<file path="src/rtl/fdiv_seq.sv">
// Iterative IEEE-754 divider (binary32/binary64): one restoring quotient bit per cycle,
// RNE rounding, DAZ/FTZ, special-value handling and exception flags; one op in flight.
module fdiv_seq #(
    parameter int unsigned N = 32
) (
    input  logic         clk,
    input  logic         rst_n,
    input  logic         in_valid,
    output logic         in_ready,
    input  logic [N-1:0] a,
    input  logic [N-1:0] b,
    output logic         out_valid,
    input  logic         out_ready,
    output logic [N-1:0] out,
    output logic [4:0]   flags
);
    localparam int unsigned EXP_W = (N == 64) ? 11 : 8;
    localparam int unsigned MAN_W = (N == 64) ? 52 : 23;
    localparam int unsigned Q     = MAN_W + 3;
    localparam int unsigned EW    = EXP_W + 2;
    localparam int unsigned CNT_W = $clog2(Q + 1);
    localparam int unsigned BIAS  = (1 << (EXP_W - 1)) - 1;
    localparam int unsigned EMAX  = (1 << EXP_W) - 1;
    localparam logic signed [EW-1:0] E_MAX = EW'(EMAX);
    localparam logic signed [EW-1:0] E_ZERO = '0;

    if (N != 32 && N != 64) begin : g_bad_n
        $error("fdiv_seq: N must be 32 or 64");
    end

    typedef enum logic [1:0] {IDLE, DIV, NORM, DONE} state_t;

    state_t                 state;
    logic [CNT_W-1:0]       cnt;
    logic [MAN_W+1:0]       rem;
    logic [MAN_W:0]         dvs;
    logic [Q-1:0]           quo;
    logic signed [EW-1:0]   exp_r;
    logic                   sign_r;
    logic                   special_r;

    // Operand unpack and classification (subnormals read as zero)
    logic [EXP_W-1:0] ea, eb;
    logic [MAN_W-1:0] fa, fb;
    logic             a_zero, a_inf, a_nan, b_zero, b_inf, b_nan, sgn;
    logic             sp_hit;
    logic [N-1:0]     sp_out;
    logic [4:0]       sp_flags;
    logic [EW-1:0]    exp_in;

    always_comb begin
        ea       = a[N-2:MAN_W];
        eb       = b[N-2:MAN_W];
        fa       = a[MAN_W-1:0];
        fb       = b[MAN_W-1:0];
        sgn      = a[N-1] ^ b[N-1];
        a_zero   = (ea == '0);
        b_zero   = (eb == '0);
        a_inf    = (&ea) && (fa == '0);
        b_inf    = (&eb) && (fb == '0);
        a_nan    = (&ea) && (fa != '0);
        b_nan    = (&eb) && (fb != '0);
        sp_hit   = a_zero | a_inf | a_nan | b_zero | b_inf | b_nan;
        exp_in   = EW'(ea) - EW'(eb) + EW'(BIAS);
        sp_out   = {sgn, {(N-1){1'b0}}};
        sp_flags = 5'b00000;
        if (a_nan || b_nan || (a_zero && b_zero) || (a_inf && b_inf)) begin
            sp_out   = {1'b0, {EXP_W{1'b1}}, 1'b1, {(MAN_W-1){1'b0}}};
            sp_flags = 5'b10000;
        end else if (b_zero && !a_inf) begin
            sp_out   = {sgn, {EXP_W{1'b1}}, {MAN_W{1'b0}}};
            sp_flags = 5'b01000;
        end else if (a_inf) begin
            sp_out   = {sgn, {EXP_W{1'b1}}, {MAN_W{1'b0}}};
        end
    end

    // One restoring step: quotient bit is the absence of a borrow
    logic [MAN_W+2:0] diff;
    logic             no_borrow;
    logic [MAN_W+1:0] rem_nx;

    always_comb begin
        diff      = {1'b0, rem} - {2'b00, dvs};
        no_borrow = ~diff[MAN_W+2];
        rem_nx    = (no_borrow ? diff[MAN_W+1:0] : rem) << 1;
    end

    // Normalise, round to nearest even, range check
    logic                 int_b, guard, sticky, round_up, inexact;
    logic [MAN_W-1:0]     frac, frac_out;
    logic [MAN_W+1:0]     mant;
    logic signed [EW-1:0] e_n;
    logic [N-1:0]         norm_out;
    logic [4:0]           norm_flags;

    always_comb begin
        int_b = quo[Q-1];
        if (int_b) begin
            frac   = quo[Q-2:2];
            guard  = quo[1];
            sticky = quo[0] | (|rem);
        end else begin
            frac   = quo[Q-3:1];
            guard  = quo[0];
            sticky = |rem;
        end
        round_up   = guard & (sticky | frac[0]);
        inexact    = guard | sticky;
        mant       = {2'b01, frac} + (MAN_W+2)'(round_up);
        frac_out   = mant[MAN_W+1] ? mant[MAN_W:1] : mant[MAN_W-1:0];
        e_n        = exp_r - EW'(!int_b) + EW'(mant[MAN_W+1]);
        norm_out   = {sign_r, e_n[EXP_W-1:0], frac_out};
        norm_flags = {4'b0000, inexact};
        if (e_n >= E_MAX) begin
            norm_out   = {sign_r, {EXP_W{1'b1}}, {MAN_W{1'b0}}};
            norm_flags = 5'b00101;
        end else if (e_n <= E_ZERO) begin
            norm_out   = {sign_r, {(N-1){1'b0}}};
            norm_flags = 5'b00011;
        end
    end

    always_ff @(posedge clk) begin
        if (!rst_n) begin
            state     <= IDLE;
            in_ready  <= 1'b1;
            out_valid <= 1'b0;
            out       <= '0;
            flags     <= '0;
            cnt       <= '0;
            rem       <= '0;
            dvs       <= '0;
            quo       <= '0;
            exp_r     <= '0;
            sign_r    <= 1'b0;
            special_r <= 1'b0;
        end else begin
            case (state)
                IDLE: begin
                    if (in_valid) begin
                        in_ready  <= 1'b0;
                        sign_r    <= sgn;
                        special_r <= sp_hit;
                        exp_r     <= exp_in;
                        rem       <= {2'b01, fa};
                        dvs       <= {1'b1, fb};
                        quo       <= '0;
                        cnt       <= CNT_W'(Q);
                        if (sp_hit) begin
                            out   <= sp_out;
                            flags <= sp_flags;
                            state <= NORM;
                        end else begin
                            state <= DIV;
                        end
                    end
                end
                DIV: begin
                    rem <= rem_nx;
                    quo <= {quo[Q-2:0], no_borrow};
                    cnt <= cnt - CNT_W'(1);
                    if (cnt == CNT_W'(1)) state <= NORM;
                end
                NORM: begin
                    if (!special_r) begin
                        out   <= norm_out;
                        flags <= norm_flags;
                    end
                    out_valid <= 1'b1;
                    state     <= DONE;
                end
                DONE: begin
                    if (out_ready) begin
                        out_valid <= 1'b0;
                        in_ready  <= 1'b1;
                        state     <= IDLE;
                    end
                end
                default: state <= IDLE;
            endcase
        end
    end
endmodule

</file>
<file path="config.mk">
export PLATFORM = sky130hd
export DESIGN_NAME = fdiv_seq
export DESIGN_NICKNAME = d
export VERILOG_FILES = /design/src/rtl/fdiv_seq.sv
export SDC_FILE = /design/constraint.sdc
export NUM_CORES = 1
export LEC_CHECK = 0
export CAP_MARGIN = 10
export CORE_UTILIZATION = 41
export CTS_BUF_LIST = sky130_fd_sc_hd__clkbuf_4 sky130_fd_sc_hd__clkbuf_8 sky130_fd_sc_hd__clkbuf_16
export CTS_CLUSTER_SIZE = 20
export DETAILED_ROUTE_END_ITERATION = 8
export PLACE_DENSITY = 0.6
export SLEW_MARGIN = 20
export SYNTH_ARGS = -nofsm -noshare
export SYNTH_HDL_FRONTEND = slang
export SYNTH_SLANG_ARGS = --single-unit
</file>
<file path="constraint.sdc">
create_clock -name clk -period 13.84 [get_ports clk]
set_clock_uncertainty 0.2 [all_clocks]
set_input_delay 2.768 -clock clk [delete_from_list [all_inputs] [get_ports clk]]
set_output_delay 2.768 -clock clk [all_outputs]
set_load 0.03 [all_outputs]
</file>
; ---- Word level (Yosys, flattened, before mapping)
; Cells that the tools add are included.
[classes]
n_addsub = 7
n_lt_le_gt_ge = 2
n_eq_ne = 9
n_mux = 38
n_bitwise = 11
n_reduce_logical = 32
[op_table]
columns = operator, n
row1 = $mux 32, 4
row2 = $mux 31, 4
row3 = $pmux 32 s2, 1
row4 = $pmux 26 s2, 1
row5 = $pmux 25 s2, 1
row6 = $logic_not 23->1, 2
row7 = $mux 23, 2
row8 = $reduce_bool 23->1, 2
row9 = $mux 26, 1
row10 = $sub 25x24->26, 1
row11 = $add 24x1->25, 1
row12 = $mux 25, 1
row13 = $mux 5, 5
row14 = $reduce_or 25->1, 1
row15 = $mux 24, 1
row16 = $pmux 5 s2, 2
row17 = $logic_not 8->1, 2
row18 = $reduce_and 8->1, 2
row19 = $add 10x1->10, 1
row20 = $add 9x8->10 const B, 1
row21 = $ge 10x9->1 const B, 1
row22 = $le 10x1->1 const B, 1
row23 = $mux 2, 5
row24 = $ne 2x2->1 const B, 5
row25 = 23 further kinds, 51
[totals]
reg_bits = 133
out_inout_bits = 39
elab_cells = 111

; ---- Depth between registers and ports, before layout
; Gate-level depths: netlist (run 1).
[logic_depth]
word_depth = 12
depth_mapped = 27

; ---- Worst setup path before layout (run 1)
; Ideal clock, no wire load.
[synth_path]
path_type = reg2reg
from = register quo[25]
to = register out[17]
setup_time_ns = 0.117
arrival_time_ns = 4.991
required_ns = 13.523
path_slack_ns = 8.532
stages_incl_launch_ff = 28
path_buffers = 6
period_less_slack_ns = 5.308
cell_sequence = dfxtp_1 > buf_2 > buf_6 > clkbuf_1 > clkbuf_1 > nand2_1 > a21boi_0 > ha_1 > and3_1 > and4bb_1 > buf_2 > nand3_1 > nor3_1 > nand2_1 > ha_1 > inv_1 > ha_1 > inv_1 > fa_1 > nor2b_1 > o31a_1 > a21oi_1 > or3_1 > or4_4 > nand4bb_2 > nor2_2 > buf_6 > a32o_1
[synth_between]
elab_chain_len = 10
elab_cells_between_ends = 16
[synth_lines]
columns = element, line_no
row1 = start: declaration, 37  ; logic [Q-1:0] quo;
row2 = start signal: assignment, 161  ; quo <= {quo[Q-2:0], no_borrow};
row3 = $mux 1 or $mux 23 (tied branches), 99  ; if (int_b) begin
row4 = $or 1x1->1, 108  ; round_up = guard & (sticky | frac[0]);
row5 = $and 1x1->1, 108
row6 = $add 24x1->25, 110  ; mant = {2'b01, frac} + (MAN_W+2)'(round_up);
row7 = $add 10x1->10, 112  ; e_n = exp_r - EW'(!int_b) + EW'(mant[MAN_W+1]);
row8 = $le 10x1->1, 118  ; end else if (e_n <= E_ZERO) begin
row9 = $mux 31, 118
row10 = $mux 31 *, 115  ; if (e_n >= E_MAX) begin
row11 = $mux 32 *, 166  ; if (!special_r) begin
row12 = $pmux 32 s2 *, 139  ; case (state)
row13 = end signal: assignment, 151  ; out <= sp_out;
row14 = end signal: assignment, 167  ; out <= norm_out;
row15 = end: declaration, 14  ; output logic [N-1:0] out,
; Mark *: on every way between the ends. The rest lies on a longest branch, timed or not. The select of a mux whose other input is x is not followed.
; A chain may end at the register's enable or synchronous reset.

; ---- Final worst setup path (run 1)
[layout_path]
from = register quo[25]
to = register out[21]
; Same word-level chain as after synthesis.

==> results of run 1 <==
## metrics by stage
step	hold WS (ps)	util [%]	setup slack, ps	area, um^2	power, W
4_1_cts	245.8	50.18	8000	10550	0.002061
5_1_grt	277.0	50.18	7448	10550	0.002228
6_report	246.3	50.18	8033	10550	0.002060
3_3_place_gp	235.4	47.52	7715	9990	0.001615
2_1_floorplan	235.3	-	8532	8818	0.001357
3_5_place_dp	236.9	47.52	7644	9990	0.001622
## metal layers
layer | up-vias | routed length [um] | global-route usage, %
met5 | - | 0 | 0
met4 | 0 | 417 | 6.959
met3 | 25 | 806 | 3.742
met2 | 144 | 11360 | 37.99
met1 | 4036 | 12110 | 31.16
li1 | 4319 | - | -
## state kept, by name (all words and copies together) (netlist names)
name       count
in_ready       1
quo           26
dvs           24
rem           25
state          2
special_r      1
out           32
cnt            5
sign_r         1
exp_r         10
flags          5
out_valid      1
## worst min-delay path by stage
stage,start,end,slack [ps]
2_1_floorplan,dvs[23]$_SDFFE_PN0P_,dvs[23]$_SDFFE_PN0P_,240
3_3_place_gp,flags[1]$_SDFFE_PN0P_,flags[1]$_SDFFE_PN0P_,240
3_5_place_dp,flags[1]$_SDFFE_PN0P_,flags[1]$_SDFFE_PN0P_,240
4_1_cts,flags[1]$_SDFFE_PN0P_,flags[1]$_SDFFE_PN0P_,250
5_1_grt,dvs[6]$_SDFFE_PN0P_,dvs[6]$_SDFFE_PN0P_,280
6_report,out[4]$_SDFFE_PN0P_,out[4]$_SDFFE_PN0P_,250
## area by class of cell
| type | count | area, um^2 |
|---|---|---|
| clock buffer | 19 | 452.9 |
| clock inverter | 12 | 105.1 |
| fill | 2076 | 10470 |
| inverter | 72 | 270.3 |
| multi-input combinational | 881 | 5592 |
| sequential | 133 | 2664 |
| tap | 275 | 344.1 |
| timing repair buffer | 114 | 1121 |
## power breakdown
group          internal (W)  leakage, nW  total, W  switching (W)
registers          0.000448         1.08  0.000507      0.0000596
logic              0.000433         2.60   0.00112       0.000684
clock network      0.000255        0.263  0.000436       0.000181
total               0.00114         3.94   0.00206       0.000924
## synthesized netlist by cell type, types with 5 or more instances
cell      instances
buf_1             9
nor3_1           26
and3_1           13
a41oi_1           5
nand4_1          16
buf_2             8
a21o_1           16
a311oi_1          5
nor3b_1          15
dfxtp_1         133
nor2_1           97
a21boi_0          5
o22ai_1           6
a31oi_1          13
nand2b_1         10
inv_1            72
o21a_1           17
or4_1             5
mux2i_1          13
o211ai_1          6
o21ai_1          11
nor4_1           19
xor2_1           18
nor2b_1          12
or3_1            11
xnor2_1          20
a221o_1           7
ha_1             50
nand3_1          23
a22oi_1          29
a21oi_1          95
and2_1           10
o21ai_0          65
o311ai_0          6
a211oi_1         23
nand2_1         133
clkbuf_1         53
a22o_1            9
## logic make-up after synthesis
logic type / synth area share [%]
simple gates: 22.91
compound gates: 27.11
buf+inv: 6.498
flops: 30.19
fa+ha+maj: 7.775
xor+xnor: 3.774
mux: 1.731
## critical path, cell delays in order, from the launching register on
cell and delay, ps:
dfxtp_2 460, buf_4 300, nand2b_1 220, a21boi_0 180, ha_1 250, and3_1 210
and4bb_1 380, nand3_1 140, nor3_1 180, nand2_1 100, ha_1 280, inv_1 80
ha_1 190, inv_1 60, fa_1 390, nor2b_1 160, o31a_1 210, o31ai_1 90
a21boi_1 160, and4b_1 260, nand4bb_2 480, nor2_2 510, a32o_1 230
==> metrics.cfg, run 1 <==
[setup_path]
cp-end-kind=register
crit_fanout=30
crit_path_start=quo[25]$_SDFFE_PN0P_
timing.rr.start=quo[25]$_SDFFE_PN0P_
crit_end=out[21]$_SDFFE_PN0P_
crit_arrival_ps=5970
start_kind=register
path_class=register to register
regToRegSetupSlack_ps=8030
reg2reg_depth=22
timing.rr.end=out[21]$_SDFFE_PN0P_
critPathRequiredTime_ps=14010

[routing]
remaining_drc_errors=0
dr_total_vias=8524
drtIter0Drc=571
drt_wl_total_mm=24.69
wire_per_inst_um=16.40
ant_nets=0
drtPass1Iterations=5
avgViaCountPerCell=5.660

[floorplanning]
fp.dieH_um=148.7
core_um2=21020
fp.dieW_um=148.7
initial_core_util_pct=41.95
num_rows=53
design.die.area_um2=22100
io-pin-count=107

[hold_path]
hold_class=register to register
hold_depth=2

[final_layout]
stdcell_count=1506
drive_above_1_share_pct=4.955
layout_common_cells=nand2_1 (133), dfxtp_1 (132), clkdlybuf4s50_1 (106), nor2_1 (97), a21oi_1 (94)
synthToLayoutAreaGrowth_pct=19.62
final_common_cell=nand2_1
final_nets=1340
antenna_cells_inserted=0

[placement]
dp_cells=1475
hpwl_mm=18.18
place_congestion=0.8439
io_buffers=106

[clock_tree]
clkLatencyLatePin_ps=420
cts_root_buffer=clkbuf_16
cts_inserted_buffers=17
ctsResizeCount=0
postCtsHoldBufs=0
cts_tree=built
clock_path_buffers=2
cts_setup_buffers=0
h-tree-depth=4
clock_sinks=133
clk_pin_slew_ps=60

[global_routing]
grt_pass1_wl_mm=41.01
gr-usage-all-layers_pct=23.21
grt_max_degree=58
grt_antenna_before_repair=0
grt_pass1_vias=8060
grt_overflow=0

[logic_synthesis]
netlist_area_um2=8818
syn_nets=1280
ys_seq_area_share_pct=30.19
yosysTopAreaCellShare_pct=30.19
synthArstFlopShare_pct=0
synth_ff_type=dfxtp_1
yosysTopAreaCell=dfxtp_1
yosysWarnings=0
synth_edf_count=0
synthTopCellsByArea=dfxtp_1 (30%), ha_1 (7.1%), nand2_1 (5.7%)
avgSynthCellArea_um2=7.609
synth_cells=1159
synth_cell_types=79
synth-seq-cells=133

[sta]
fmax_mhz=172.2
fin_setup_tns_ps=0
drv_slew=0
worst_slew_pin_slew_ps=1078
period_share_pct=41.96
period_needed_ps=5807
maxSlewHeadroom_pct=28.13
finalHoldViolCount=0
rsz0062_at_grt=false
setup_viol=0

[power_and_ir_drop]
total_leakage_power_nw=3.944
p_per_area_nw_per_um2=195.2
vdd_drop_max_mv=0.1008

[job]
max_cap_violations=0

[run_status]
status=completed

Power figures use the tool's default switching activity.
==> run 2, diff against run 1 <==
==> constraint.sdc (replaced) <==
create_clock -name clk -period 5.4 [get_ports clk]
set_clock_uncertainty 0.2 [all_clocks]
set_input_delay 1.08 -clock clk [delete_from_list [all_inputs] [get_ports clk]]
set_output_delay 1.08 -clock clk [all_outputs]
set_load 0.03 [all_outputs]
==> metrics.cfg, run 2 (synthesis results as in run 1) <==
[setup_path]
start_kind=register  ; unchanged
regToRegSetupSlack_ps=370  ; was 8030 ps
reg2reg_depth=21  ; was 22
cp-end-kind=register  ; unchanged
critPathRequiredTime_ps=5510  ; was 14,010 ps
crit_fanout=25  ; was 30
crit_arrival_ps=5140  ; was 5970 ps
path_class=register to register  ; unchanged

[sta]
maxSlewHeadroom_pct=24.77  ; was 28.13%
period_share_pct=93.20  ; was 41.96%
drv_slew=0  ; unchanged
fmax_mhz=198.7  ; was 172.2 MHz
worst_slew_pin_slew_ps=1128  ; was 1078 ps
fin_ws_ps=367.4  ; was 8033 ps
rsz0062_at_grt=false  ; unchanged
period_needed_ps=5033  ; was 5807 ps
setup_viol=0  ; unchanged
hold_ws_ps=248.5  ; was 246.3 ps
finalHoldViolCount=0  ; unchanged
fin_setup_tns_ps=0  ; unchanged

[final_layout]
layout_common_cells=nand2_1 (133), dfxtp_1 (132), clkdlybuf4s50_1 (106), nor2_1 (97), a21oi_1 (94)  ; unchanged
largest_reg_flops=32  ; unchanged
final_common_cell=nand2_1  ; unchanged
postLayoutCellArea_um2=10680  ; was 10,550 um^2
multi_input_area_um2=5600  ; was 5592 um^2
largestRegisters=out: 32 flops, quo: 26 flops, rem: 25 flops  ; unchanged
drive_above_1_share_pct=5.569  ; was 4.955%
stdcell_count=1514  ; was 1,506
final_nets=1347  ; was 1,340
regArea_um2=2664  ; unchanged
antenna_cells_inserted=0  ; unchanged
synthToLayoutAreaGrowth_pct=21.14  ; was 19.62%
top_register=out  ; unchanged
fillers=2041  ; was 2,076

[routing]
wire_per_inst_um=16.77  ; was 16.40 um
avgViaCountPerCell=5.711  ; was 5.660
drtPass1Iterations=6  ; was 5
drt_wl_total_mm=25.39  ; was 24.69 mm
remaining_drc_errors=0  ; unchanged
ant_nets=0  ; unchanged
drtIter0Drc=621  ; was 571
dr_total_vias=8647  ; was 8,524

[clock_tree]
clk_pin_slew_ps=60  ; about the same
cts_root_buffer=clkbuf_16  ; unchanged
h-tree-depth=4  ; unchanged
clkLatencyLatePin_ps=420  ; about the same
postCtsHoldBufs=0  ; unchanged
clock_path_buffers=2  ; unchanged
clock_sinks=133  ; unchanged
cts_inserted_buffers=17  ; unchanged
cts_tree=built  ; unchanged

[global_routing]
grt_pass1_vias=8258  ; was 8,060
grt_antenna_before_repair=0  ; unchanged
grt_pass1_wl_mm=42.16  ; was 41.01 mm
grt_max_degree=46  ; was 58
gr-usage-all-layers_pct=23.88  ; was 23.21%
grt_overflow=0  ; unchanged

[run_status]
status=completed  ; unchanged

[power_and_ir_drop]
total_leakage_power_nw=4.015  ; was 3.944 nW
vdd_drop_max_mv=0.2319  ; was 0.1008 mV
p_per_area_nw_per_um2=512.1  ; was 195.2 nW/um^2

[floorplanning]
design.die.area_um2=22100  ; unchanged
fp.dieH_um=148.7  ; unchanged
initial_core_util_pct=41.95  ; unchanged
fp.dieW_um=148.7  ; unchanged
io-pin-count=107  ; unchanged
core_um2=21020  ; unchanged
num_rows=53  ; unchanged

[hold_path]
hold_class=register to register  ; unchanged
hold_depth=2  ; unchanged

[job]
max_cap_violations=0  ; unchanged

[placement]
hpwl_mm=18.61  ; was 18.18 mm
place_congestion=0.8664  ; was 0.8439
placed_cell_area_um2=10040  ; was 9990 um^2
place_ws_ps=314.7  ; was 7644 ps
io_buffers=106  ; unchanged
dp_cells=1482  ; was 1,475

==> run 2: worst paths after layout <==
path / start / end
setup / recovery: quo[25]$_SDFFE_PN0P_ / out[26]$_SDFFE_PN0P_
setup reg to reg: quo[25]$_SDFFE_PN0P_ / out[26]$_SDFFE_PN0P_
hold reg to reg: flags[1]$_SDFFE_PN0P_ / flags[1]$_SDFFE_PN0P_
hold / removal: flags[1]$_SDFFE_PN0P_ / flags[1]$_SDFFE_PN0P_
==> run 2: per-stage QoR <==
step | total power, W | util, %
2_1_floorplan | 0.003479 | -
3_3_place_gp | 0.004185 | 47.77
3_5_place_dp | 0.004189 | 47.77
4_1_cts | 0.005468 | 50.77
5_1_grt | 0.005882 | 50.82
6_report | 0.005470 | 50.82
==> run 2: per-layer routing <==
metal  track usage (%)  share of wire, %
met3             4.356               4.8
met4             7.062               1.8
met2             38.29                45
met5                 0                 0
met1             32.44                48
==> run 2: layout make-up <==
| class | count | area share [%] |
|---|---|---|
| Multi-Input combinational cell | 881 | 52.42 |
| Sequential cell | 133 | 24.94 |
| Timing Repair Buffer | 121 | 10.99 |
| Clock buffer | 17 | 3.982 |
| Tap cell | 275 | 3.221 |
| Inverter | 72 | 2.530 |
| Clock inverter | 15 | 1.921 |
==> run 2: critical path: stages, from the launching register on <==
cell and delay [ps]:
dfxtp_2 610, nand2_1 120, a21boi_0 190, ha_1 240, and3_1 220, and4bb_1 220, nand3_1 100, nor3_1 180
nand2_1 120, ha_1 290, inv_1 60, ha_1 180, inv_1 60, fa_1 400, nor2b_1 160, o31a_1 180
a21oi_1 80, or3_1 310, or4_4 430, nor2_1 150, nor2b_1 120, a221o_1 300
==> run 2: repair_timing <==
item,4_1_cts,5_1_grt
setup endpoints to repair,0,16
setup buffers,0,0
gates resized for setup,0,2
==> run 2: report_power, final <==
group | switching [W] | total, W | internal [W] | leakage, nW
Combinational | 0.00180 | 0.00292 | 0.00112 | 2.63
Sequential | 0.000152 | 0.00130 | 0.00115 | 1.08
Clock | 0.000475 | 0.00125 | 0.000776 | 0.300
Total | 0.00242 | 0.00547 | 0.00305 | 4.01
==> run 3, diff against run 2 <==
--- a/config.mk
+++ b/config.mk
@@ -11,7 +11,7 @@
 export CTS_CLUSTER_SIZE = 20
 export DETAILED_ROUTE_END_ITERATION = 8
 export PLACE_DENSITY = 0.6
-export SLEW_MARGIN = 20
+export SLEW_MARGIN = 30
 export SYNTH_ARGS = -nofsm -noshare
 export SYNTH_HDL_FRONTEND = slang
 export SYNTH_SLANG_ARGS = --single-unit
==> metrics.cfg, run 3 (synthesis results as in run 1) <==
[run_status]
status=completed  ; unchanged

[sta]
fmax_mhz=198.1  ; was 198.7 MHz
worst_slew_pin_slew_ps=872.1  ; was 1128 ps
maxSlewHeadroom_pct=41.33  ; was 24.77%
finalHoldViolCount=0  ; unchanged
period_share_pct=93.50  ; was 93.20%
fin_setup_tns_ps=0  ; unchanged
drv_slew=0  ; unchanged
fin_ws_ps=351.0  ; was 367.4 ps
rsz0062_at_grt=false  ; unchanged
setup_viol=0  ; unchanged
period_needed_ps=5049  ; was 5033 ps

[power_and_ir_drop]
vdd_drop_max_mv=0.2529  ; was 0.2319 mV
total_leakage_power_nw=4.017  ; was 4.015 nW
p_per_area_nw_per_um2=511.8  ; was 512.1 nW/um^2

[clock_tree]
h-tree-depth=4  ; unchanged
cts_setup_buffers=0  ; unchanged
cts_root_buffer=clkbuf_16  ; unchanged
clkLatencyLatePin_ps=420  ; about the same
cts_inserted_buffers=17  ; unchanged
clock_path_buffers=2  ; unchanged
cts_tree=built  ; unchanged
clk_pin_slew_ps=60  ; about the same
clock_sinks=133  ; unchanged

[routing]
wire_per_inst_um=16.75  ; was 16.77 um
drtPass1Iterations=5  ; was 6
ant_nets=0  ; unchanged
avgViaCountPerCell=5.680  ; was 5.711
dr_total_vias=8599  ; was 8,647
drtIter0Drc=616  ; was 621
drt_wl_total_mm=25.36  ; was 25.39 mm
remaining_drc_errors=0  ; unchanged

[final_layout]
multi_input_area_um2=5615  ; was 5600 um^2
post-route-util_pct=50.89  ; was 50.82%
largestRegisters=out: 32 flops, quo: 26 flops, rem: 25 flops  ; unchanged
antenna_cells_inserted=0  ; unchanged
fillers=2050  ; was 2,041
final_common_cell=nand2_1  ; unchanged
regArea_um2=2664  ; unchanged
largest_reg_flops=32  ; unchanged
top_register=out  ; unchanged
synthToLayoutAreaGrowth_pct=21.31  ; was 21.14%
final_nets=1347  ; unchanged
drive_above_1_share_pct=5.569  ; unchanged
layout_common_cells=nand2_1 (133), dfxtp_1 (132), clkdlybuf4s50_1 (106), nor2_1 (97), a21oi_1 (94)  ; unchanged

[setup_path]
cp-end-kind=register  ; unchanged
critPathRequiredTime_ps=5500  ; was 5510 ps
start_kind=register  ; unchanged
crit_arrival_ps=5150  ; was 5140 ps
path_class=register to register  ; unchanged
crit_fanout=25  ; unchanged

[placement]
place_congestion=0.8664  ; unchanged
hpwl_mm=18.63  ; was 18.61 mm
place_ws_ps=265.9  ; was 314.7 ps
io_buffers=106  ; unchanged

[floorplanning]
fp.dieW_um=148.7  ; unchanged
initial_core_util_pct=41.95  ; unchanged
design.die.area_um2=22100  ; unchanged
core_um2=21020  ; unchanged
fp.dieH_um=148.7  ; unchanged
num_rows=53  ; unchanged
io-pin-count=107  ; unchanged

[global_routing]
grt_pass1_vias=8327  ; was 8,258
grt_overflow=0  ; unchanged
grt_max_degree=46  ; unchanged
gr-usage-all-layers_pct=23.89  ; was 23.88%
grt_antenna_before_repair=0  ; unchanged
grt_pass1_wl_mm=42.36  ; was 42.16 mm

[hold_path]
hold_class=register to register  ; unchanged

[job]
max_cap_violations=0  ; unchanged

## run 3: worst paths after layout
path / startpoint / to / slack, ps / cells past startpoint
worst max-delay path: quo[25]$_SDFFE_PN0P_ / out[26]$_SDFFE_PN0P_ / 350 / 21
worst min-delay path: out[4]$_SDFFE_PN0P_ / out[4]$_SDFFE_PN0P_ / 250 / 2
worst max register to register: quo[25]$_SDFFE_PN0P_ / out[26]$_SDFFE_PN0P_ / 350 / 21
worst min register to register: out[4]$_SDFFE_PN0P_ / out[4]$_SDFFE_PN0P_ / 250 / 2
## run 3: layout make-up
type | instances | share of cell area (%)
Clock inverter | 15 | 1.918
Timing Repair Buffer | 121 | 10.97
Inverter | 72 | 2.526
Sequential cell | 133 | 24.90
Multi-Input combinational cell | 881 | 52.49
Tap cell | 275 | 3.216
Clock buffer | 17 | 3.977
## run 3: routing by layer
layer  track usage (%)  part of all wire [%]  wire (um)
met5                 0                     0          0
met4             6.907                   1.8        447
met3             4.509                   4.6       1163
met2             38.18                    45      11500
met1             32.52                    48      12240
## run 3: worst max-delay path, stage by stage, from the launching register on
cell	delay (ps)
dfxtp_2	620
nand2_1	140
a21boi_0	200
ha_1	250
and3_1	220
and4bb_1	220
nand3_1	100
nor3_1	180
nand2_1	120
ha_1	290
inv_1	50
ha_1	170
inv_1	60
fa_1	400
nor2b_1	160
o31a_1	180
a21oi_1	80
or3_1	310
or4_4	420
nor2_1	140
nor2b_1	110
a221o_1	300
## run 3: repair_timing
item	4_1_cts	5_1_grt
gates resized for setup	0	2
endpoints found under the setup margin	0	24
hold buffers	0	0
## run 3: per-stage QoR
| step | power [W] | hold slack, ps | std cells | area, um^2 |
|---|---|---|---|---|
| 6_report | 0.005475 | 246.1 | 1514 | 10700 |
| 5_1_grt | 0.005906 | 271.7 | 1514 | 10700 |
| 4_1_cts | 0.005479 | 249.7 | 1514 | 10690 |
| 3_5_place_dp | 0.004208 | 241.3 | 1482 | 10060 |
| 3_3_place_gp | 0.004185 | 239.6 | 1482 | 10040 |
| 2_1_floorplan | 0.003479 | 235.3 | 1159 | 8818 |
## run 3: report_power, final
part,switching [W],leakage (nW),internal [W]
combinational,0.00179,2.63,0.00113
clock,0.000478,0.300,0.000777
sequential,0.000153,1.08,0.00115
